<file path="config.mk">
export PLATFORM = sky130hd
export DESIGN_NAME = barrelshifter_pipe
export DESIGN_NICKNAME = d
export VERILOG_FILES = /design/src/rtl/barrelshifter_pipe.sv
export SDC_FILE = /design/constraint.sdc
export NUM_CORES = 1
export LEC_CHECK = 0
export BUFFER_PORTS_ARGS = -buffer_cell sky130_fd_sc_hd__buf_4
export CAP_MARGIN = 25
export CORE_MARGIN = 2
export CORE_UTILIZATION = 40
export CTS_CLUSTER_DIAMETER = 80
export DETAILED_ROUTE_END_ITERATION = 16
export PLACE_DENSITY = 0.59
export SLEW_MARGIN = 20
export SYNTH_ARGS = -nofsm -noshare
export SYNTH_HDL_FRONTEND = slang
export SYNTH_SLANG_ARGS = --single-unit
</file>
<file path="constraint.sdc">
create_clock -name clk_in -period 1.44 [get_ports clk_in]
set_input_delay 0.36 -clock clk_in [delete_from_list [all_inputs] [get_ports clk_in]]
set_output_delay 0.36 -clock clk_in [all_outputs]
set_load 0.02 [all_outputs]
</file>
<file path="src/rtl/barrelshifter_pipe.sv">
// ---------------------------------------------------------------------------
// barrelshifter_pipe
//
// Pipelined, parametrised barrel shifter. It sits between the operand
// register file and the ALU result mux and accepts one op per cycle.
//
// A D_SIZE-bit operand is shifted or rotated by 0..D_SIZE-1 positions through
// L = $clog2(D_SIZE) registered mux stages. Stage k moves the word by 2^k
// places when bit k of the shift amount is set. Each stage register carries:
//   - the partial result,
//   - the remaining op/shift-amount bits,
//   - a valid bit,
//   - the running flag accumulators (when flags are built in).
//
// The pipeline uses one global stall:
//   adv = !valid_out || ready_in
// When adv is low, every stage holds its contents. As a result, ops leave in
// issue order with a fixed latency of L cycles whenever no stall occurs.
//
// Parameters
//   D_SIZE     data width; a power of two and at least 4
//
// Ports
//   clk_in     clock; all registers update on the rising edge
//   rst_in     synchronous reset, active-high; clears every stage
//   valid_in   x_in/s_in/op_in carry an op this cycle
//   ready_out  block accepts an op this cycle
//   x_in       operand
//   s_in       shift amount, unsigned, 0..D_SIZE-1
//   op_in      000 LSR, 001 ASR, 01x ROR, 100 LSL, 101 ASL, 11x ROL
//   valid_out  y_out and the flags hold a result
//   ready_in   downstream takes the result this cycle
//   y_out      shifted/rotated result
//   zf_out     result is zero
//   vf_out     ASL changed the signed value
//   cf_out     last bit that left the word (0 when s == 0)
//
// Configuration macro
//   BARRELSHIFTER_FLAGS_EN
//     defined:   zf/vf/cf are accumulated stage by stage and registered
//                with the data.
//     undefined: no flag hardware is built; zf_out, vf_out and cf_out are
//                tied to 0. Data and handshake behaviour are unchanged.
// ---------------------------------------------------------------------------
module barrelshifter_pipe #(
  parameter  int D_SIZE = 8,
  localparam int L      = $clog2(D_SIZE)
) (
  input  logic              clk_in,
  input  logic              rst_in,
  input  logic              valid_in,
  output logic              ready_out,
  input  logic [D_SIZE-1:0] x_in,
  input  logic [L-1:0]      s_in,
  input  logic [2:0]        op_in,
  output logic              valid_out,
  input  logic              ready_in,
  output logic [D_SIZE-1:0] y_out,
  output logic              zf_out,
  output logic              vf_out,
  output logic              cf_out
);

  // The whole pipeline moves together. It only stalls when the output stage
  // holds a result that downstream refuses. Bubbles are never squeezed out,
  // so one global enable is enough to keep the ops in order.
  logic adv;

  assign adv       = !valid_out || ready_in;
  assign ready_out = adv && !rst_in;

  for (genvar k = 0; k < L; k++) begin : g_stage
    // Distance this stage moves the word.
    localparam int SH = 1 << k;
    // Shift-amount bits still to be consumed, from this stage onwards.
    localparam int SW = L - k;

    logic [D_SIZE-1:0] d_cur;
    logic [2:0]        op_cur;
    logic [SW-1:0]     s_cur;
    logic              v_cur;
`ifdef BARRELSHIFTER_FLAGS_EN
    logic              cf_cur;
    logic              vf_cur;
`endif

    // Stage 0 takes the op straight from the ports. Later stages take it from
    // the previous stage's registers. The shift amount is consumed one bit
    // per stage, so the bit that steers this stage is always bit 0 here.
    if (k == 0) begin : g_src
      assign d_cur  = x_in;
      assign op_cur = op_in;
      assign s_cur  = s_in;
      assign v_cur  = valid_in && ready_out;
`ifdef BARRELSHIFTER_FLAGS_EN
      assign cf_cur = 1'b0;
      assign vf_cur = 1'b0;
`endif
    end else begin : g_src
      assign d_cur  = g_stage[k-1].d_q;
      assign op_cur = g_stage[k-1].g_fwd.op_q;
      assign s_cur  = g_stage[k-1].g_fwd.s_q;
      assign v_cur  = g_stage[k-1].v_q;
`ifdef BARRELSHIFTER_FLAGS_EN
      assign cf_cur = g_stage[k-1].cf_q;
      assign vf_cur = g_stage[k-1].vf_q;
`endif
    end

    logic              do_shift;
    logic [D_SIZE-1:0] shifted;
    logic [D_SIZE-1:0] d_next;

    assign do_shift = s_cur[0];

    // Build the word moved by SH places, one output bit at a time.
    //   op[2] selects the direction (0 = right, 1 = left).
    //   op[1] selects rotation. It takes priority over op[0], so 01x and 11x
    //         both rotate.
    // The source index is taken modulo D_SIZE. For rotates this is exactly
    // the wrap-around bit. For plain shifts, the positions that would wrap are
    // replaced by the fill value:
    //   - sign bit for ASR,
    //   - zero for LSR, LSL and ASL.
    always_comb begin
      shifted = '0;
      for (int i = 0; i < D_SIZE; i++) begin
        if (!op_cur[2]) begin
          if ((i + SH < D_SIZE) || op_cur[1]) begin
            shifted[i] = d_cur[(i + SH) % D_SIZE];
          end else if (op_cur[0]) begin
            shifted[i] = d_cur[D_SIZE-1];
          end else begin
            shifted[i] = 1'b0;
          end
        end else begin
          if ((i >= SH) || op_cur[1]) begin
            shifted[i] = d_cur[(i + D_SIZE - SH) % D_SIZE];
          end else begin
            shifted[i] = 1'b0;
          end
        end
      end
    end

    assign d_next = do_shift ? shifted : d_cur;

    logic [D_SIZE-1:0] d_q;
    logic              v_q;

    // Data and valid for this stage. Reset flushes everything in flight;
    // a stall freezes the stage as a whole.
    always_ff @(posedge clk_in) begin
      if (rst_in) begin
        d_q <= '0;
        v_q <= 1'b0;
      end else if (adv) begin
        d_q <= d_next;
        v_q <= v_cur;
      end
    end

    // Only stages that feed a further stage need to carry the op and the
    // unconsumed shift-amount bits. The last stage has no use for them.
    if (k < L - 1) begin : g_fwd
      logic [2:0]    op_q;
      logic [SW-2:0] s_q;

      always_ff @(posedge clk_in) begin
        if (rst_in) begin
          op_q <= '0;
          s_q  <= '0;
        end else if (adv) begin
          op_q <= op_cur;
          s_q  <= s_cur[SW-1:1];
        end
      end
    end

`ifdef BARRELSHIFTER_FLAGS_EN
    logic [SH:0] top_bits;
    logic        top_mixed;
    logic        cf_step;
    logic        cf_next;
    logic        vf_next;

    // For ASL, this stage pushes out the top SH bits. The bit just below them
    // becomes the new sign. If those SH+1 bits are not all equal, the signed
    // value is lost. The windows checked by successive stages overlap by one
    // bit, so OR-ing the per-stage results covers the whole original window.
    assign top_bits  = d_cur[D_SIZE-1 -: SH+1];
    assign top_mixed = !((top_bits == '0) || (&top_bits));

    // The last bit to leave the word is the same bit for shifts and rotates:
    //   right: the bit that was at position SH-1 (the new MSB for ROR);
    //   left:  the bit that was at position D_SIZE-SH (the new LSB for ROL).
    // A stage that does not shift passes the carry through untouched.
    assign cf_step = op_cur[2] ? d_cur[D_SIZE-SH] : d_cur[SH-1];
    assign cf_next = do_shift ? cf_step : cf_cur;
    assign vf_next = vf_cur || (do_shift && (op_cur == 3'b101) && top_mixed);

    logic cf_q;
    logic vf_q;

    // Carry and overflow accumulators travel alongside the data.
    always_ff @(posedge clk_in) begin
      if (rst_in) begin
        cf_q <= 1'b0;
        vf_q <= 1'b0;
      end else if (adv) begin
        cf_q <= cf_next;
        vf_q <= vf_next;
      end
    end

    // The zero flag depends only on the final word, so it exists only in the
    // last stage.
    if (k == L - 1) begin : g_zero
      logic zf_q;

      always_ff @(posedge clk_in) begin
        if (rst_in) begin
          zf_q <= 1'b0;
        end else if (adv) begin
          zf_q <= (d_next == '0);
        end
      end
    end
`endif
  end

  assign y_out     = g_stage[L-1].d_q;
  assign valid_out = g_stage[L-1].v_q;

`ifdef BARRELSHIFTER_FLAGS_EN
  assign zf_out = g_stage[L-1].g_zero.zf_q;
  assign vf_out = g_stage[L-1].vf_q;
  assign cf_out = g_stage[L-1].cf_q;
`else
  assign zf_out = 1'b0;
  assign vf_out = 1'b0;
  assign cf_out = 1'b0;
`endif

endmodule

</file>
==> key figures <==
Worst setup path
  • Data required time of the worst path: 1.08 ns
  • Setup CP Type: flop to output pin
  • Critical Path Fanout Max: 3
  • Reg2Reg Setup Slack: 0.16 ns
  • CP arrival: 1.00 ns
  • Worst Setup End Kind: output pin
  • Crit start category: flop

GRT
  • Total global-route track usage: 17.4%
  • Number of global-route vias before repair: 1455
  • Global-route wire length before repair: 6960 um
  • Largest net degree at the start of global routing: 51
  • Initial antenna violation count: 0
  • Gr ovfl total: 0

Drt
  • Initial DRC Count: 107
  • Drt first pass iters: 4
  • # DRC: 0
  • Via count: 1593
  • Vias/cell: 5.33
  • Post-Route WL: 4080 um
  • Routed length per instance: 13.7 um
  • Detail Route Antenna Nets: 0

Finish
  • Share of post-route cells with drive strength above 1: 19.0%
  • Synth-to-Final Area Change: 19.9%
  • Post-layout net count: 264
  • Util after Layout: 49.4%
  • Final Non-Filler Cells: 299
  • Diodes inserted: 0

Job
  • Max-cap viol count: 0

Synthesis
  • Share of the synthesized area in the top cell type: 40.5%
  • Netlist cell types: 27
  • Sequential fraction of the synthesis area: 40.5%
  • Syn Inst Count: 220
  • Cell taking the most area after synthesis: dfxtp_1
  • Synth warn: 0
  • Mapped cell area: 1780 sq um
  • Syn avg cell area: 8.09 sq um
  • Synth Register Bits: 36
  • Top post-synthesis cells by area: dfxtp_1, nand2_1, a21oi_1

STA
  • Max_slew headroom: 65.6%
  • Fin Setup TNS: 0 ns
  • RSZ-0062 raised after global routing: false
  • Tmin final: 1.36 ns
  • Final Setup Violations: 0
  • Slew @ Worst Pin: 0.516 ns
  • Final slew viol count: 0
  • Final worst-path cycle share: 94.8%
  • Setup Skew: 0.00459 ns
  • F_max: 733 MHz
  • Final hold vios: 0

Clock network
  • Worst-Skew Late Latency: 0.29 ns
  • CTS Hold Bufs: 0
  • TritonCTS buffer count: 5
  • CTS-repair resized insts: 0
  • H-tree depth: 2
  • CTS tree: yes
  • CTS max path bufs: 2
  • Sink Count: 36
  • Clock-pin slew on the worst setup and hold paths: 0.07 ns
  • Root Buffer: clkbuf_8

Power
  • Leak: 0.891 nW
  • Total power: 2.23 mW
  • Worst vdd ir: 549 uV
  • Power Density: 1040 nW/um^2

Floorplanning
  • Width of the die: 70.7 um
  • Die area: 5000 sq um
  • Die span in y: 70.7 um
  • Top-Level Pins: 31
  • Initial Util: 41.2%
  • # rows: 24
  • Core Region: 4320 sq um

Placement
  • HPWL after detailed placement: 2800 um
  • Gpl congestion: 0.776
  • IO Port Bufs: 27
  • Inst Count DP: 290

Worst hold path
  • HP Class: input port to flop

Outcome
  • Outcome: completed
==> stage by stage <==
stage,hold slack (ns),setup WS [ns],cell area [sq um]
after CTS,0.315,0.0411,2130
final,0.317,0.0752,2130
after detailed placement,0.444,0.170,2030
after global placement,0.442,0.186,2030
after floorplan,0.432,0.0332,1790
after global routing,0.325,0.0120,2130
==> per-layer routing <==
metal / routed length [um] / GRT usage [%] / vias up
met5: 0 / 0 / -
met4: 40 / 4.40 / 0
met3: 152 / 5.56 / 5
met2: 1800 / 25.9 / 26
met1: 2090 / 24.7 / 740
li1: - / - / 822
==> repair_timing <==
item,in CTS,in global routing
setup endpoints to repair,0,1
endpoints found under the hold margin,0,0
buffers inserted,0,1
==> layout make-up <==
| class | count | area [sq um] |
|---|---|---|
| Fill cell | 448 | 2190 |
| Multi-Input combinational cell | 166 | 966 |
| Sequential cell | 36 | 721 |
| Timing Repair Buffer | 37 | 290 |
| Clock buffer | 6 | 82.6 |
| Tap cell | 52 | 65.1 |
| Clock inverter | 2 | 10.0 |
==> Yosys cell counts, drive strengths merged <==
cell	count
nand2	39
nor3	4
o32ai	2
buf	15
a221oi	1
a211o	10
conb	1
a21oi	28
nand4bb	1
clkbuf	5
nand3b	1
o22ai	1
mux2i	13
nand2b	6
nand3	3
a311o	7
a311oi	4
nor2b	11
o21ai	4
dfxtp	36
nor2	24
nand4b	1
and3b	1
a211oi	2
==> sequential cells by signal, summed over array words and instances, names as in the netlist <==
register	count
g_stage.v_q	2
valid_out	1
g_stage.g_fwd.s_q	3
y_out	8
g_stage.d_q	16
g_stage.g_fwd.op_q	6
==> cell usage in the layout, fill, tap and decap left out <==
master     instances
nand3_1            3
a211oi_1           2
clkinv_2           2
a21oi_1           28
a311o_1            7
nand2b_1           6
a311oi_1           4
buf_12             1
clkbuf_8           6
a221oi_1           1
nor2b_1           10
mux2i_1           13
nor2_1            23
nor2_2             1
nor3_1             4
conb_1             3
and3b_1            1
dfxtp_1           36
o21ai_0            4
buf_4             36
nand4b_1           1
nand4bb_1          1
a211o_1           10
nand3b_1           1
nand2_1           39
o32ai_1            2
o22ai_1            1
nor2b_4            1
==> worst paths after layout <==
check	from	endpoint	depth (start not counted)
min reg2reg	g_stage[0].g_fwd.s_q[1]	g_stage[0].g_fwd.s_q[1]	2
max reg2reg	g_stage[0].g_fwd.op_q[2]	g_stage[1].d_q[1]	3
min	valid_in	g_stage[0].v_q	3
max	valid_out	ready_out	3
==> kinds of logic (layout without fill, tap and decap cells) <==
| family | count (synthesis) | after routing | share of synthesized area (%) |
|---|---|---|---|
| other cells | 1 | 3 | 0.211 |
| simple gates | 91 | 91 | 23.3 |
| mux | 13 | 13 | 7.31 |
| compound gates | 59 | 59 | 22.5 |
| buf+inv | 20 | 45 | 6.25 |
| flops | 36 | 36 | 40.5 |
==> worst max-delay path, cell delays in order (launching register included) <==
cell	delay (ns)
dfxtp_1	0.36
nor2b_4	0.17
nor2_2	0.04
buf_4	0.15
==> report_power, final <==
part / leakage (nW) / switching [mW] / internal (mW)
registers: 0.298 / 0.0647 / 1.06
clock network: 0.0510 / 0.361 / 0.382
logic: 0.543 / 0.175 / 0.181
total: 0.891 / 0.601 / 1.63
Power figures use the tool's default switching activity.
